$ cat config.mk
export PLATFORM = sky130hd
export DESIGN_NAME = axi_wr_slave
export DESIGN_NICKNAME = d
export VERILOG_FILES = /design/src/rtl/axi_wr_slave.sv
export SDC_FILE = /design/constraint.sdc
export NUM_CORES = 1
export LEC_CHECK = 0
export ABC_AREA = 1
export ABC_CLOCK_PERIOD_IN_PS = 1900
export BUFFER_PORTS_ARGS = -buffer_cell sky130_fd_sc_hd__buf_2
export CORE_ASPECT_RATIO = 1.25
export CORE_MARGIN = 4
export CORE_UTILIZATION = 44
export CTS_BUF_LIST = sky130_fd_sc_hd__clkbuf_16
export DETAILED_ROUTE_END_ITERATION = 16
export GPL_TIMING_DRIVEN = 0
export HOLD_SLACK_MARGIN = 0.1
export PLACE_DENSITY_LB_ADDON = 0.25
export SYNTH_ARGS = -nofsm -noshare
export SYNTH_HDL_FRONTEND = slang
export SYNTH_SLANG_ARGS = --single-unit
$ cat constraint.sdc
create_clock -name i_clk -period 1.9 [get_ports i_clk]
set_input_delay 0 -clock i_clk [delete_from_list [all_inputs] [get_ports i_clk]]
set_output_delay 0 -clock i_clk [all_outputs]
set_load 0.05 [all_outputs]
$ cat src/rtl/axi_wr_slave.sv
// axi_wr_slave: AXI write slave that turns each AW/W burst into SRAM word writes and returns one B response.
// Latency: SRAM write in the same cycle as the W handshake; B valid one cycle after the last W beat.
// Backpressure: one burst outstanding; AW is held off until B completes. Optional macro AXI_WR_B2B_EN lets AW be accepted in the B handshake cycle.
module axi_wr_slave #(
  parameter int IDS_W  = 8,
  parameter int ADDR_W = 32,
  parameter int DATA_W = 32,
  parameter int MEM_AW = 14
) (
  input  logic                  i_clk,
  input  logic                  i_rst,
  input  logic [IDS_W-1:0]      i_awid,
  input  logic [ADDR_W-1:0]     i_awaddr,
  input  logic [3:0]            i_awlen,
  input  logic [2:0]            i_awsize,
  input  logic [1:0]            i_awburst,
  input  logic                  i_awvalid,
  output logic                  o_awready,
  input  logic [DATA_W-1:0]     i_wdata,
  input  logic [DATA_W/8-1:0]   i_wstrb,
  input  logic                  i_wlast,
  input  logic                  i_wvalid,
  output logic                  o_wready,
  output logic [IDS_W-1:0]      o_bid,
  output logic [1:0]            o_bresp,
  output logic                  o_bvalid,
  input  logic                  i_bready,
  output logic                  o_sram_cs,
  output logic [DATA_W/8-1:0]   o_sram_web,
  output logic [MEM_AW-1:0]     o_sram_a,
  output logic [DATA_W-1:0]     o_sram_di
);

  typedef enum logic [1:0] {S_IDLE, S_DATA, S_RESP} state_t;

  state_t              r_state;
  logic                r_awready;
  logic                r_wready;
  logic                r_bvalid;
  logic [IDS_W-1:0]    r_bid;
  logic [1:0]          r_bresp;
  logic [IDS_W-1:0]    r_id;
  logic [MEM_AW-1:0]   r_base;
  logic [3:0]          r_len;
  logic                r_fixed;
  logic                r_err;
  logic [3:0]          r_cnt;

  logic                w_aw_hs;
  logic                w_w_hs;
  logic                w_b_hs;
  logic                w_last_cnt;
  logic                w_beat_err;
  logic                w_aw_bad;
  logic [MEM_AW-1:0]   w_wr_addr;
  logic                w_unused_addr;

  // Only the word-address slice of awaddr reaches the SRAM; the rest is intentionally dropped.
  assign w_unused_addr = ^{i_awaddr[ADDR_W-1:MEM_AW+2], i_awaddr[1:0]};

`ifdef AXI_WR_B2B_EN
  // Accept the next AW in the same cycle the B response is taken.
  assign o_awready = r_awready | ((r_state == S_RESP) & i_bready);
`else
  assign o_awready = r_awready;
`endif

  assign o_wready   = r_wready;
  assign o_bvalid   = r_bvalid;
  assign o_bid      = r_bid;
  assign o_bresp    = r_bresp;

  assign w_aw_hs    = i_awvalid & o_awready;
  assign w_w_hs     = i_wvalid & r_wready;
  assign w_b_hs     = r_bvalid & i_bready;
  assign w_aw_bad   = i_awburst[1] | (i_awsize != 3'b010);
  // Beat counter decides the final beat; a wlast disagreeing with it poisons this beat and the rest.
  assign w_last_cnt = (r_cnt == r_len);
  assign w_beat_err = r_err | (i_wlast ^ w_last_cnt);
  assign w_wr_addr  = r_fixed ? r_base : r_base + MEM_AW'(r_cnt);

  // SRAM port is driven straight from the W handshake; errored beats are swallowed.
  assign o_sram_cs  = w_w_hs & ~w_beat_err;
  assign o_sram_web = o_sram_cs ? ~i_wstrb : {(DATA_W/8){1'b1}};
  assign o_sram_a   = w_w_hs ? w_wr_addr : '0;
  assign o_sram_di  = w_w_hs ? i_wdata : '0;

  // Burst FSM with registered handshake outputs.
  always_ff @(posedge i_clk or posedge i_rst) begin
    if (i_rst) begin
      r_state   <= S_IDLE;
      r_awready <= 1'b0;
      r_wready  <= 1'b0;
      r_bvalid  <= 1'b0;
      r_bid     <= '0;
      r_bresp   <= 2'b00;
      r_id      <= '0;
      r_base    <= '0;
      r_len     <= '0;
      r_fixed   <= 1'b0;
      r_err     <= 1'b0;
      r_cnt     <= '0;
    end else begin
      case (r_state)
        S_IDLE: begin
          if (w_aw_hs) begin
            r_id      <= i_awid;
            r_base    <= i_awaddr[MEM_AW+1:2];
            r_len     <= i_awlen;
            r_fixed   <= ~i_awburst[0];
            r_err     <= w_aw_bad;
            r_cnt     <= '0;
            r_awready <= 1'b0;
            r_wready  <= 1'b1;
            r_state   <= S_DATA;
          end else begin
            r_awready <= 1'b1;
          end
        end
        S_DATA: begin
          if (w_w_hs) begin
            r_cnt <= r_cnt + 4'd1;
            r_err <= w_beat_err;
            if (w_last_cnt) begin
              r_wready <= 1'b0;
              r_bvalid <= 1'b1;
              r_bid    <= r_id;
              r_bresp  <= w_beat_err ? 2'b10 : 2'b00;
              r_state  <= S_RESP;
            end
          end
        end
        S_RESP: begin
          if (w_b_hs) begin
            r_bvalid <= 1'b0;
`ifdef AXI_WR_B2B_EN
            if (w_aw_hs) begin
              r_id     <= i_awid;
              r_base   <= i_awaddr[MEM_AW+1:2];
              r_len    <= i_awlen;
              r_fixed  <= ~i_awburst[0];
              r_err    <= w_aw_bad;
              r_cnt    <= '0;
              r_wready <= 1'b1;
              r_state  <= S_DATA;
            end else begin
              r_awready <= 1'b1;
              r_state   <= S_IDLE;
            end
`else
            r_awready <= 1'b1;
            r_state   <= S_IDLE;
`endif
          end
        end
        default: r_state <= S_IDLE;
      endcase
    end
  end

endmodule

Word-level counts from Yosys, hierarchy flattened
Index checks and enable logic that the tools add are counted.

operators by class
  add/sub/neg operators = 2
  muxes and demuxes = 27
  reductions and logical operators = 11
  bitwise operators = 10
  equality and inequality tests = 8

operators with widths
  cell                                            count
  2-to-1 mux 32 bit                               1
  2-to-1 mux 14 bit                               2
  adder 14 x 4 -> 14 bit                          1
  2-to-1 mux 4 bit                                3
  AND reduction 4 bit                             3
  2-to-1 mux 1 bit                                10
  2-to-1 mux 2 bit                                5
  != test 2 bit (second input constant)           4
  one-hot mux 1 bit (2 select lines)              4
  one-hot mux 4 bit (2 select lines)              1
  one-hot mux 2 bit (3 select lines)              1
  AND reduction 3 bit                             2
  nonzero test 2 bit                              3
  adder 4 x 1 -> 4 bit (second input constant)    1
  AND 1 bit                                       4
  == test 4 bit                                   1
  inverter 4 bit                                  1
  AND reduction 2 bit                             2
  != test 3 x 2 -> 1 bit (second input constant)  1
  == test 2 x 1 -> 1 bit (second input constant)  1
  == test 2 bit (second input constant)           1
  logical NOT 2 bit                               1
  inverter 1 bit                                  2
  bitwise OR 1 bit                                2
  bitwise XOR 1 bit                               1

storage, ports and cells
  flip-flop bits (word level) = 47
  bits of input ports = 91
  word-level logic and storage cells = 70
  output and inout port bits = 64

Logic depth before layout (Yosys ltp)
  word-level depth = 6
  mapped depth = 10
  depth with buffers taken out = 9

Worst setup path before layout
Ideal clock, no wire load.

  path kind = register to output
  start point = reg r_cnt[0]
  end point = out o_sram_a[8]
  setup slack = -0.274 ns
  arrival time = 2.174 ns
  required time = 1.900 ns
  buffers on the path = 0
  stages on the path, launching flop included = 8
  path through = dfrtp_1 ha_1 fa_1 nand3_1 nand3_1 nand4_1 o21ai_0 a21oi_1

on the way
  cells in the longest elaborated chain, start to end = 3

RTL lines
  what                    RTL line  source
  from (decl)             47        logic [3:0] r_cnt;
  from (signal assigned)  122       r_cnt <= r_cnt + 4'd1;
  adder 14 x 4 -> 14 bit  80        assign w_wr_addr = r_fixed ? r_base : r_base + MEM_AW'(r_cnt);
  2-to-1 mux 14 bit       80
  2-to-1 mux 14 bit       85        assign o_sram_a = w_w_hs ? w_wr_addr : '0;
  to (decl)               30        output logic [MEM_AW-1:0] o_sram_a,

No other way between the ends.

Final worst setup path
  start point = reg r_base[0]
  end point = out o_sram_a[8]

on the way
  cells in the longest elaborated chain, start to end = 3

RTL lines
  what                    RTL line  source
  from (decl)             43        logic [MEM_AW-1:0] r_base;
  from (signal assigned)  108       r_base <= i_awaddr[MEM_AW+1:2];
  adder 14 x 4 -> 14 bit  80
  2-to-1 mux 14 bit       80
  2-to-1 mux 14 bit       85

No other way between the ends.

==> flow_summary.json <==
{
  "run_status": "finished with violations",
  "violations": "negative setup slack",
  "finalNetCount": 676,
  "syn_area_mm2": 0.002701,
  "syn_avg_cell_area_um2": 6.891,
  "start_kind": "flip-flop",
  "maxCapViolations": 0,
  "clockBufferDepth": 2,
  "clockRootBuffer": "clkbuf_16",
  "drt_wl_total_um": 8080,
  "ff2ff_path_depth": 13,
  "p_leak_nw": 2.513,
  "clkTransAtPathRegs_ns": 0.06,
  "cts_max_level": 2,
  "cts_tree": "yes",
  "seq_area_frac_synth": 0.4261,
  "design_area_mm2": 0.004312,
  "synth_warnings": 0,
  "port_buffers": 135,
  "grt_max_degree": 29,
  "swShare": 0.2056,
  "place_congestion": 0.8705,
  "cts_made_buffers": 5,
  "io-pin-count": 155,
  "firstDrtPassIters": 4,
  "cts_num_sinks": 46,
  "period_needed_ns": 2.005,
  "dp_hpwl_um": 5899,
  "start_util": 0.4582,
  "grt_pass1_wl_um": 13050,
  "syn_inst": 392,
  "fillCellCount": 479,
  "synthToLayoutAreaGrowth_pct": 59.61,
  "fin_skew_ns": 0.005628,
  "min_from": "i_wlast",
  "fp.dieH_um": 95.61,
  "worst-setup-path-type": "reg -> out",
  "cp-end-kind": "primary output",
  "yosysUniqueCellTypes": 29,
  "hold_violations": 0,
  "finalPower_mw": 1.969,
  "multi_input_comb_area_mm2": 0.001349,
  "r2r_setup_slack_ns": 0.17,
  "place_inst": 610,
  "final_layout_size_suffix_gt1_frac": 0.3741,
  "clk_latency_ns": 0.28,
  "setup_violations": 7,
  "synth_area_leaders": "dfrtp_1, nand2_1, inv_1",
  "synth_top_area_cell": "dfrtp_1",
  "first_global_vias": 3040,
  "num_antenna_cells": 0,
  "holdWs_ns": 0.1325,
  "worstPathRequired_ns": 1.90,
  "arrival_ns": 2.00,
  "fmax_mhz": 498.8,
  "drtIter0Drc": 128,
  "hold_path.class": "in -> reg",
  "vias": 3071,
  "p_sw_uw": 404.8,
  "seqPwrFrac": 0.498,
  "final_cells": 662,
  "antenna_found_initial": 0,
  "drv_slew": 0,
  "dieArea_mm2": 0.007465,
  "wire_per_inst_um": 12.21,
  "setup-tns-final_ns": -0.4102,
  "dp_slack_ns": -0.1285,
  "rows": 31,
  "synth_edf_count": 0,
  "clkPwrFrac": 0.415,
  "synthTopCellsByCount": "nand2_1, inv_1, nor2_1, dfrtp_1, o21ai_0",
  "power_density_mw_per_mm2": 456.6,
  "synth_flop_cell": "dfrtp_1",
  "whs_endpoint": "o_bresp[1]$_DFFE_PP0P_",
  "core-area_mm2": 0.005896,
  "comb_power_share": 0.087,
  "post-route-period-util": 1.055,
  "synth_most_common_cell": "nand2_1",
  "overflow": 0,
  "hold_path_depth": 5,
  "r2r_start": "r_cnt[1]$_DFFE_PP0P_",
  "synth_nets": 489,
  "worst_ir_drop_vdd_uv": 565.3,
  "setup_ws_ns": -0.1047,
  "grtUsageTotal": 0.2162,
  "drc_errors": 0,
  "reg2reg_to": "o_wready$_DFFE_PP0P_",
  "async_reset_ff_frac": 1.000,
  "dieWidth_um": 78.08,
  "place_area_mm2": 0.003538,
  "post_drt_via_cell_ratio": 4.639,
  "seqCellArea_mm2": 0.001156,
  "power.internal_mw": 1.564,
  "ys_ff_latch": 46,
  "synth.top_cell.area_share": 0.4261,
  "post-route-util": 0.7313,
  "cp_max_fo": 4,
  "ant_nets": 0,
  "rsz0062_at_grt": "true"
}
-- worst max-delay path, cell delays in order (launching register included) --
cell	delay, ns
dfrtp_1	0.41
ha_4	0.18
fa_2	0.36
nand3_2	0.12
nand3_4	0.09
nand4_1	0.16
o21ai_1	0.09
a21oi_2	0.14
buf_6	0.17
-- power by group through the flow --
stage	Combinational, mW	Sequential [mW]	Clock, mW
3_3_place_gp	0.114	0.998	0
5_1_grt	0.193	0.979	0.872
4_1_cts	0.173	0.979	0.845
3_5_place_dp	0.122	0.998	0
6_report	0.172	0.980	0.818
2_1_floorplan	0.0359	0.998	0
-- cell families after synthesis --
kind of cell    count (synthesis)  synth area share
simple gates                  192            0.2895
buf+inv                        89            0.1311
compound gates                 56            0.1149
flops                          46            0.4261
fa+ha+maj                       6           0.03057
xor+xnor                        2          0.006486
other cells                     1          0.001388
-- repair_timing --
| item | CTS | global route |
|---|---|---|
| endpoints found under the setup margin | 12 | 22 |
| pin swaps | 4 | 8 |
| cloned | 0 | 0 |
| resized for setup | 34 | 36 |
| setup buffers | 7 | 5 |
| hold buffers | 32 | 0 |
| hold endpoints to repair | 77 | 0 |
-- per-layer routing --
layer  up-vias  track usage  part of all wire
met1      1415       0.2427              0.39
met2        83       0.4164              0.54
met3         6      0.03403             0.052
met5         -            0                 0
met4         0      0.06851             0.011
li1       1567            -                 -
-- cells in the final DEF (no fill, tap or decap), types with 2 or more instances in the layout --
cell type	instances
buf_2	124
nand2_1	108
inv_1	69
nor2_1	42
dfrtp_1	42
dlygate4sd3_1	32
o21ai_0	26
buf_6	17
nand3_1	16
buf_4	12
nor2_2	9
a21oi_2	9
inv_2	6
a21oi_1	6
o21ai_2	6
o21ai_1	5
nand3_2	5
clkbuf_16	5
nand2_2	4
clkbuf_1	4
dfrtp_2	4
nor2_4	3
ha_4	3
xor2_1	2
nand4_1	2
clkbuf_2	2
ha_1	2
-- layout make-up --
type                    count  share of cell area
multi-input cells         257              0.3128
well taps                  82             0.02380
plain buffers              13             0.01596
repair buffers            180              0.2797
inverters                  76             0.06674
flip-flops and latches     46              0.2681
clock buffers               5             0.02902
clock inverters             3            0.003772
-- registers in the layout (all words and copies together) (netlist names) --
signal,count
r_id,8
r_fixed,1
r_base,14
o_bresp,1
r_err,1
o_awready,1
o_wready,1
r_cnt,4
r_len,4
o_bvalid,1
r_state,2
o_bid,8
-- worst max-delay path by stage --
stage | start | end | slack (ns)
2_1_floorplan | r_cnt[0]$_DFFE_PP0P_ | o_sram_a[8] | -0.007
3_3_place_gp | r_cnt[0]$_DFFE_PP0P_ | o_sram_a[12] | -0.09
6_report | r_base[0]$_DFFE_PP0P_ | o_sram_a[8] | -0.10
3_5_place_dp | r_cnt[0]$_DFFE_PP0P_ | o_sram_a[12] | -0.13
5_1_grt | r_base[0]$_DFFE_PP0P_ | o_sram_a[12] | -0.20
4_1_cts | r_cnt[0]$_DFFE_PP0P_ | o_sram_a[8] | -0.09
No activity file was read; power rests on OpenSTA's default activity.
